--- config.mk ---
export PLATFORM = sky130hd
export DESIGN_NAME = icache_loader_flat
export DESIGN_NICKNAME = d
export VERILOG_FILES = /design/src/rtl/icache_loader_pkg.sv /design/src/rtl/icache_loader_if.sv /design/src/rtl/icache_loader_halfword_packer.sv /design/src/rtl/icache_loader.sv /design/src/flat_wrapper.sv
export SDC_FILE = /design/constraint.sdc
export NUM_CORES = 1
export LEC_CHECK = 0
export BUFFER_PORTS_ARGS = -buffer_cell sky130_fd_sc_hd__buf_2
export CAP_MARGIN = 10
export CORE_MARGIN = 2
export CORE_UTILIZATION = 40
export CTS_BUF_LIST = sky130_fd_sc_hd__clkbuf_16
export CTS_CLUSTER_DIAMETER = 30
export DETAILED_ROUTE_END_ITERATION = 10
export GPL_TIMING_DRIVEN = 0
export PLACE_DENSITY_LB_ADDON = 0.15
export SLEW_MARGIN = 20
export SYNTH_ARGS = -nofsm -noshare
export SYNTH_HDL_FRONTEND = slang
export SYNTH_HIERARCHICAL = 1
export SYNTH_SLANG_ARGS = --single-unit
--- constraint.sdc ---
create_clock -name clk -period 1.42 [get_ports clk]
set_input_delay 0.142 -clock clk [delete_from_list [all_inputs] [get_ports clk]]
set_output_delay 0.142 -clock clk [all_outputs]
set_load 0.02 [all_outputs]
--- src/rtl/icache_loader_pkg.sv ---
// Shared types and widths for the icache loader, fetch and icache blocks.
// ICACHE_LOADER_CHECKSUM_EN adds the CSUM state to the loader encoding.
package icache_pkg;

  localparam int BYTE_W  = 8;
  localparam int HALF_W  = 16;
  localparam int INDEX_W = 32;

  typedef enum logic [2:0] {
    ST_IDLE,
    ST_LOW,
    ST_HIGH,
    ST_WRITE,
`ifdef ICACHE_LOADER_CHECKSUM_EN
    ST_CSUM,
`endif
    ST_DONE
  } state_t;

endpackage

--- src/rtl/icache_loader_if.sv ---
// Byte stream in and icache write port out of the loader.
interface icache_loader_if;
  import icache_pkg::*;

  logic               byte_valid;
  logic [BYTE_W-1:0]  byte_data;
  logic               byte_ready;
  logic               wr_en;
  logic [INDEX_W-1:0] wr_index;
  logic [HALF_W-1:0]  wr_data;

  modport master (
    output byte_valid, byte_data,
    input  byte_ready, wr_en, wr_index, wr_data
  );

  modport slave (
    input  byte_valid, byte_data,
    output byte_ready, wr_en, wr_index, wr_data
  );

endinterface

--- src/rtl/icache_loader_halfword_packer.sv ---
// Little-endian assembly of two stream bytes into one Thumb halfword.
module halfword_packer
  import icache_pkg::*;
(
  input  logic              clk,
  input  logic              rst,
  input  logic              load_lo,
  input  logic              load_hi,
  input  logic [BYTE_W-1:0] byte_in,
  output logic [HALF_W-1:0] halfword
);

  always_ff @(posedge clk) begin
    if (rst) begin
      halfword <= '0;
    end else begin
      if (load_lo) halfword[7:0]  <= byte_in;
      if (load_hi) halfword[15:8] <= byte_in;
    end
  end

endmodule

--- src/rtl/icache_loader.sv ---
// Fills icache storage from a byte stream, holding fetch off while loading.
// ICACHE_LOADER_CHECKSUM_EN adds a trailing checksum byte and csum_err output.
//
// state | meaning
// IDLE  | waiting for start
// LOW   | accepting low byte of the halfword
// HIGH  | accepting high byte of the halfword
// WRITE | icache write strobe, advance index
// CSUM  | accepting checksum byte (checksum build only)
// DONE  | one-cycle completion pulse
module icache_loader
  import icache_pkg::*;
#(
  parameter int ADDR_W     = 8,
  parameter int BASE_INDEX = 0
) (
  input  logic            clk,
  input  logic            rst,
  input  logic            start,
  input  logic [ADDR_W:0] length,
  icache_loader_if.slave  bus,
  output logic            busy,
  output logic            hold_fetch,
  output logic            done
`ifdef ICACHE_LOADER_CHECKSUM_EN
  ,
  output logic            csum_err
`endif
);

  localparam logic [ADDR_W:0] DEPTH = (ADDR_W+1)'(1) << ADDR_W;

`ifdef ICACHE_LOADER_CHECKSUM_EN
  localparam state_t ST_TAIL = ST_CSUM;
`else
  localparam state_t ST_TAIL = ST_DONE;
`endif

  state_t            state, state_nxt;
  logic [ADDR_W:0]   remaining;
  logic [ADDR_W-1:0] offset;
  logic [ADDR_W:0]   len_sat;
  logic              start_ok;
  logic              ready;
  logic              write;
  logic              done_pulse;
  logic              xfer;

  assign len_sat  = (length > DEPTH) ? DEPTH : length;
  assign start_ok = (state == ST_IDLE) && start;
  assign xfer     = bus.byte_valid && ready;

  always_ff @(posedge clk) begin
    if (rst) state <= ST_IDLE;
    else     state <= state_nxt;
  end

  always_comb begin
    state_nxt  = state;
    ready      = 1'b0;
    write      = 1'b0;
    done_pulse = 1'b0;
    case (state)
      ST_IDLE: begin
        if (start) state_nxt = (len_sat == '0) ? ST_TAIL : ST_LOW;
      end
      ST_LOW: begin
        ready = 1'b1;
        if (bus.byte_valid) state_nxt = ST_HIGH;
      end
      ST_HIGH: begin
        ready = 1'b1;
        if (bus.byte_valid) state_nxt = ST_WRITE;
      end
      ST_WRITE: begin
        write     = 1'b1;
        state_nxt = (remaining == (ADDR_W+1)'(1)) ? ST_TAIL : ST_LOW;
      end
`ifdef ICACHE_LOADER_CHECKSUM_EN
      ST_CSUM: begin
        ready = 1'b1;
        if (bus.byte_valid) state_nxt = ST_DONE;
      end
`endif
      ST_DONE: begin
        done_pulse = 1'b1;
        state_nxt  = ST_IDLE;
      end
      default: state_nxt = ST_IDLE;
    endcase
  end

  // offset is cleared in DONE so wr_index rests at BASE_INDEX between loads
  always_ff @(posedge clk) begin
    if (rst) begin
      remaining <= '0;
      offset    <= '0;
    end else if (start_ok) begin
      remaining <= len_sat;
      offset    <= '0;
    end else if (state == ST_WRITE) begin
      remaining <= remaining - (ADDR_W+1)'(1);
      offset    <= offset + ADDR_W'(1);
    end else if (state == ST_DONE) begin
      offset    <= '0;
    end
  end

  halfword_packer u_packer (
    .clk      (clk),
    .rst      (rst),
    .load_lo  ((state == ST_LOW)  && xfer),
    .load_hi  ((state == ST_HIGH) && xfer),
    .byte_in  (bus.byte_data),
    .halfword (bus.wr_data)
  );

`ifdef ICACHE_LOADER_CHECKSUM_EN
  logic [BYTE_W-1:0] csum_acc;

  always_ff @(posedge clk) begin
    if (rst) begin
      csum_acc <= '0;
      csum_err <= 1'b0;
    end else if (start_ok) begin
      csum_acc <= '0;
      csum_err <= 1'b0;
    end else if (((state == ST_LOW) || (state == ST_HIGH)) && xfer) begin
      csum_acc <= csum_acc + bus.byte_data;
    end else if ((state == ST_CSUM) && xfer) begin
      csum_err <= (bus.byte_data != csum_acc);
    end
  end
`endif

  assign bus.byte_ready = ready;
  assign bus.wr_en      = write;
  assign bus.wr_index   = INDEX_W'(BASE_INDEX) + INDEX_W'(offset);
  assign busy           = (state != ST_IDLE);
  assign hold_fetch     = busy;
  assign done           = done_pulse;

endmodule

--- src/flat_wrapper.sv ---
// flat-port wrapper written by rule: the top's interface ports become plain ports
module icache_loader_flat import icache_pkg::*;
#(
  parameter int ADDR_W     = 8,
  parameter int BASE_INDEX = 0
)
  (clk, rst, start, length, busy, hold_fetch, done, bus_byte_valid, bus_byte_data, bus_byte_ready, bus_wr_en, bus_wr_index, bus_wr_data);
  icache_loader_if bus_i ();
  input  logic clk;
  input  logic rst;
  input  logic start;
  input  logic [ADDR_W:0] length;
  output logic busy;
  output logic hold_fetch;
  output logic done;
  input wire logic [$bits(bus_i.byte_valid)-1:0] bus_byte_valid;
  input wire logic [$bits(bus_i.byte_data)-1:0] bus_byte_data;
  output wire logic [$bits(bus_i.byte_ready)-1:0] bus_byte_ready;
  output wire logic [$bits(bus_i.wr_en)-1:0] bus_wr_en;
  output wire logic [$bits(bus_i.wr_index)-1:0] bus_wr_index;
  output wire logic [$bits(bus_i.wr_data)-1:0] bus_wr_data;
  assign bus_i.byte_valid = bus_byte_valid;
  assign bus_i.byte_data = bus_byte_data;
  assign bus_byte_ready = bus_i.byte_ready;
  assign bus_wr_en = bus_i.wr_en;
  assign bus_wr_index = bus_i.wr_index;
  assign bus_wr_data = bus_i.wr_data;
  icache_loader #(.ADDR_W(ADDR_W), .BASE_INDEX(BASE_INDEX)) u_core (.clk(clk), .rst(rst), .start(start), .length(length), .bus(bus_i), .busy(busy), .hold_fetch(hold_fetch), .done(done));
endmodule
==> Yosys cells after proc, flatten, opt, wreduce, memory -nomap -nowiden <==
Cells that the tools add are included.
{ "totals": {"register_bits": 36, "in_bits": 21, "output_inout_bits": 53, "word_cells": 42} }
{ "classes": {"n_addsub": 2, "n_lt_le_gt_ge": 1, "eq_ne": 8, "mux": 14, "n_reduce_logical": 12} }
{ "op_table": {"columns": ["cell", "count"], "rows": [
  ["2-to-1 mux 9 bit", 3],
  ["2-to-1 mux 8 bit", 2],
  ["2-to-1 mux 3 bit", 5],
  ["one-hot mux 3 bit (4 select lines)", 1],
  ["== test 9 x 1 -> 1 bit (second input constant)", 1],
  ["greater-than comparator 9 bit (second input constant)", 1],
  ["zero test 9 bit", 1],
  ["subtractor 9 x 1 -> 9 bit (second input constant)", 1],
  ["adder 8 x 1 -> 8 bit (second input constant)", 1],
  ["== test 3 x 2 -> 1 bit (second input constant)", 2],
  ["inequality test 2 bit (second input constant)", 3],
  ["logical AND 1 bit", 4],
  ["nonzero test 2 bit", 2],
  ["OR reduction 2 bit", 2],
  ["== test 3 x 1 -> 1 bit (second input constant)", 1],
  ["== test 3 bit (second input constant)", 1],
  ["zero test 3 bit", 1],
  ["2-to-1 mux 1 bit", 3],
  ["AND reduction 3 bit", 1],
  ["nonzero test 3 bit", 1]
]} }

==> Longest topological paths before layout <==
{ "logic_depth": {"word_depth": 6, "mapped_depth": 7, "depth_no_buf": 6} }

==> By module <==
The synthesis kept the hierarchy.
{ "modules_own_cells": {"columns": ["mod", "n_inst", "cells_each", "area_each_um2", "seq_area_each_um2"], "rows": [
  ["icache_loader", 1, 181, 1431.4, 400.4],
  ["halfword_packer", 1, 52, 579.3, 320.3]
]} }

==> Worst setup path before layout <==
OpenSTA, ideal clock, no wires.
{ "synth_path": {"path_kind": "register to register", "from": "reg u_core.state[0]", "to": "reg u_core.offset[3]", "arrival_time_ps": 1402, "required_ps": 1298, "path_slack_ps": -104, "stages_incl_launch_ff": 7, "n_path_buf": 1, "period_less_slack_ps": 1524, "cell_sequence": "dfxtp_1 > buf_4 > or3b_4 > inv_1 > nor2_2 > o21ai_0 > a21oi_1"} }
{ "synth_via": {"elab_chain_len": 3, "word_cells_on_any_way": 7, "cone_classes": "eq/ne (2); mux (1); reduce/logical (4)"} }
{ "synth_rtl": {"columns": ["item", "line_no", "source"], "rows": [
  ["start, declared", "icache_loader.sv:39", "state_t state, state_nxt;"],
  ["start signal, assigned", "icache_loader.sv:55", "else state <= state_nxt;"],
  ["zero test 3 bit", "icache_loader.sv:50", "assign start_ok = (state == ST_IDLE) && start;"],
  ["logical AND 1 bit", "icache_loader.sv:50", null],
  ["OR reduction 2 bit (no line)", null, null],
  ["end signal, assigned", "icache_loader.sv:103", "offset <= offset + ADDR_W'(1);"],
  ["end, declared", "icache_loader.sv:41", "logic [ADDR_W-1:0] offset;"]
]} }
Parallel ways exist; a longest one is shown, timed or not.
A chain may end at the register's enable or synchronous reset.

==> Worst setup path after layout <==
{ "layout_path": {"from": "reg u_core.state[2]", "to": "reg u_core.remaining[3]"} }
{ "layout_via": {"elab_chain_len": 3, "word_cells_on_any_way": 5, "cone_classes": "eq/ne (1); mux (1); reduce/logical (3)"} }
{ "layout_rtl": {"columns": ["item", "line_no", "source"], "rows": [
  ["zero test 3 bit", "icache_loader.sv:50", null],
  ["logical AND 1 bit", "icache_loader.sv:50", null],
  ["2-to-1 mux 9 bit / nonzero test 2 bit (equally long branches)", null, null],
  ["end signal, assigned", "icache_loader.sv:99", "remaining <= len_sat;"],
  ["end signal, assigned", "icache_loader.sv:102", "remaining <= remaining - (ADDR_W+1)'(1);"],
  ["end, declared", "icache_loader.sv:40", "logic [ADDR_W:0] remaining;"]
]} }
Parallel ways exist; a longest one is shown, timed or not.

==> run summary <==
The total inserted antenna cells came out at 0. The critical path depth is 5. Summing the areas of all xor and xnor instances in the mapped netlist gives 0.4356% of the synthesized area. In the synthesized netlist, mux cells make up 10.14% of the area. The area fraction in and, or, nand and nor cells after synthesis came out at 23.34%. The critical path's slowest cell is sky130_fd_sc_hd__or4_4. The number of maximum-capacitance constraint violations is 0. The highest ir drop seen on vdd is 0.0005772 V. The detailed router finished its first iteration with 127 violations. The cell area reported after detailed placement is 0.002434 mm^2.

The transition at the pin with the smallest max-transition slack is 0.5468 ns. The routed via count came out at 1894. The final setup skew is 0.005995 ns. Setup repair after global routing could not meet its margin everywhere. The count of nets left with antenna violations once routing finished came out at 0.

The number of H-tree levels is 2. The die covers 0.005610 mm^2. The critical path startpoint is u_core/state[2]. The synthesized netlist devotes 1.867% of its cell area to adder and majority cells. The post-route cell area came out at 0.002870 mm^2.

The number of buffers added by the clock tree synthesis step came out at 5. The cell count after synthesis came out at 233. Once the floorplan was initialized, standard cells occupied 42.01% of the core. Entering global routing, the biggest net connects 13 pins. The number of core rows is 25.

The number of DRC violations after detailed routing is 0. The weighted congestion reported at the end of routability-driven placement came out at 0.8591. The prevailing post-synth register cell is sky130_fd_sc_hd__dfxtp_1. The y dimension of the die came out at 74.90 um. After synthesis, flip-flops and latches occupy 35.84% of the total area. Compared with the post-synthesis result, the final layout area differs by 42.75%. The signal on the critical path passes through buf_6 -> nand3b_4 -> or4_4 -> a32oi_2 -> a21oi_1. The static leakage is 1.322 nW. The data arrival time of the critical path came out at 1.70 ns. In the post-synthesis netlist, the biggest area contributors are sky130_fd_sc_hd__dfxtp_1, sky130_fd_sc_hd__buf_4, sky130_fd_sc_hd__mux2i_1. The required time at the worst-slack endpoint came out at 1.57 ns. The sum of routed wire length over all layers came out at 4982 um. The clock sink total came out at 36. The number of buffers inserted by port buffering came out at 49.

The final critical-path setup slack is -0.1376 ns. Timing analysis after detailed placement gives a worst setup slack of -0.1153 ns. The portion of synthesized cell area occupied by the leading cell type came out at 35.84%. The area taken by multi-input logic gates came out at 0.001202 mm^2. The area of the core came out at 0.004786 mm^2. Summed over all instances, the cell type with the most area after synthesis is sky130_fd_sc_hd__dfxtp_1. Global routing consumed, over all layers together, 17.66% of the routing resources. The post-synth design cell area is 0.002011 mm^2.

The worst setup path is launched from a flop. The per-cell via count in the routed design came out at 4.844. The count of hold buffers inserted by post-cts repair is 0. The most critical setup path has its endpoint at u_core/remaining[3]. The cell at the root of the clock tree is sky130_fd_sc_hd__clkbuf_16. The placed wire-length estimate is 3355 um. The clock tree from TritonCTS is done. The detail-routed net length per standard cell is 12.74 um. The number of antenna violations at the first check in global routing was 0. For this run, the top clock speed supported by timing is 642.0 MHz.

The average instance in the mapped netlist occupies 8.630 um^2. By startpoint and endpoint, the worst setup path is classified as flop to flop. The x dimension of the die came out at 74.90 um. The largest single stage delay on the critical path is 0.45 ns. Counting instances in the post-synthesis netlist gives the leading cell types as sky130_fd_sc_hd__dfxtp_1, sky130_fd_sc_hd__nor2_1, sky130_fd_sc_hd__buf_4. The run finished, with violations left.

The remaining global-route overflow is 0. Along the worst path, the maximum fanout reaches 7. The fraction of layout cells with a size suffix above 1 is 44.75%. Hold timing on the final database bottoms out at a slack of 0.09070 ns. The number of cell instances on the worst register-to-register path is 5. The global-route wire length before repair is 7583 um. Of the available clock period, the critical path in the final layout requires 109.7%.

The iteration count of the initial detailed-routing pass came out at 4. The worst reg2reg path startpoint is u_core/state[2]. The final reports fail on negative setup slack. The min-delay analysis places its worst path in the category primary input to flop. The most frequent cell after synthesis is sky130_fd_sc_hd__dfxtp_1. The area taken by flip-flops and latches came out at 735.7 um^2. The kind of cell with the highest combined delay along the critical path is simple AND/OR/NAND/NOR gates.

For this design the ratio of total power to cell area is 1255 mW/mm^2. The clock latency of the later-clocked register in the worst-skew pair came out at 0.28 ns. Headroom to the max-slew limit came out at 63.55%. Counting both buffers and inverters, the worst setup path holds a total of 1.

For this run, the number of Yosys warnings is 6. The number of different library cells in the post-synthesis netlist is 47. After synthesis, the largest family of logic cells by area is simple AND/OR/NAND/NOR gates. The complex-gate fraction of the synthesized area came out at 12.07%. The via count of the first global-routing pass came out at 1675.

The number of enable-type register cells in the synthesized netlist came out at 0. The final-report hold violation count came out at 0. The clock passes through at most 2 buffers.

The flip-flop and latch count after synthesis came out at 36. Setup violations remaining at the end of the flow were counted as 18. The post-CTS clock slew at the launch and capture registers of the worst setup and hold paths is 0.06 ns. The top-level port count is 74. The endpoint of the lowest-slack register-to-register path is u_core/remaining[3].

The worst setup path is captured at a flop. In the final design database the tool counted 347 nets. The share of synthesized registers carrying an async set or reset is 0%. Counting the fill cells in the layout gives 439. The total count of max-transition violations in the final report came out at 0. The smallest clock period supported by the final layout is computed as 1.558 ns. The worst register-to-register path has a setup slack of -0.14 ns.
==> cells in the final DEF, fill, tap and decap left out, types with 4 or more instances in the layout <==
master                      instances
sky130_fd_sc_hd__nand3_1            5
sky130_fd_sc_hd__conb_1            24
sky130_fd_sc_hd__or3_1              4
sky130_fd_sc_hd__buf_6             13
sky130_fd_sc_hd__mux2i_1           17
sky130_fd_sc_hd__buf_2             45
sky130_fd_sc_hd__a211oi_1           4
sky130_fd_sc_hd__dfxtp_2            6
sky130_fd_sc_hd__inv_1              7
sky130_fd_sc_hd__a21oi_1           13
sky130_fd_sc_hd__buf_4             36
sky130_fd_sc_hd__dfxtp_1           28
sky130_fd_sc_hd__clkbuf_16          5
sky130_fd_sc_hd__nand2_1           12
sky130_fd_sc_hd__nor2_1            31
==> timing repair <==
item | CTS | global route
setup buffers | 9 | 3
pin swaps | 3 | 8
cloned | 0 | 1
resized for setup | 32 | 30
endpoints found under the setup margin | 30 | 40
==> logic make-up after synthesis <==
logic type,count (synthesis)
multiplexers,20
AND/OR/NAND/NOR,86
buffers and inverters,47
XOR/XNOR,1
AO/OA/AOI/OAI,39
adder cells (fa/ha/maj),3
other,1
flip-flops,36
==> cell type report <==
cell class | count | share of cell area [%]
plain buffers | 35 | 10.24
clock buffers | 5 | 4.359
clock inverters | 3 | 0.6103
inverters | 10 | 1.395
multi-input cells | 173 | 41.89
flip-flops and latches | 36 | 25.63
well taps | 67 | 2.921
repair buffers | 62 | 12.95
==> stage by stage <==
step                      cells  total power, W  setup TNS, ns  util, %
final                       391        0.003603        -0.9896    59.97
after global routing        391        0.003793         -2.302    59.97
after CTS                   388        0.003452        -0.7271    57.36
after detailed placement    372        0.002219        -0.9760    50.85
after global placement      372        0.002214        -0.8479    50.85
after floorplan             256        0.001980      -0.006303        -
==> registers in the layout (all words and copies together) (netlist names) <==
signal	cells
u_core/offset	8
u_core/remaining	9
u_core/state	3
u_core/u_packer/halfword	16
==> per-layer routing <==
layer	wire [um]	part of all wire [%]	global-route usage, %
met4	89	1.8	7.540
met2	2373	48	28.17
met1	2278	46	23.06
met5	0	0	0
met3	241	4.8	3.882
==> how the worst min path moves through the flow <==
stage / start / end / slack, ns / cells past startpoint
6_report: rst / u_core/remaining[0] / 0.09 / 2
5_1_grt: rst / u_core/remaining[0] / 0.11 / 2
4_1_cts: rst / u_core/remaining[0] / 0.10 / 2
2_1_floorplan: rst / u_core/remaining[0] / 0.23 / 1
3_3_place_gp: rst / u_core/remaining[0] / 0.38 / 2
3_5_place_dp: rst / u_core/remaining[0] / 0.40 / 2
==> report_power, final <==
group	switching [W]	total [W]	internal (W)
logic	0.000686	0.00130	0.000612
clock network	0.000425	0.00107	0.000646
registers	0.000117	0.00123	0.00112
Power figures use the tool's default switching activity.
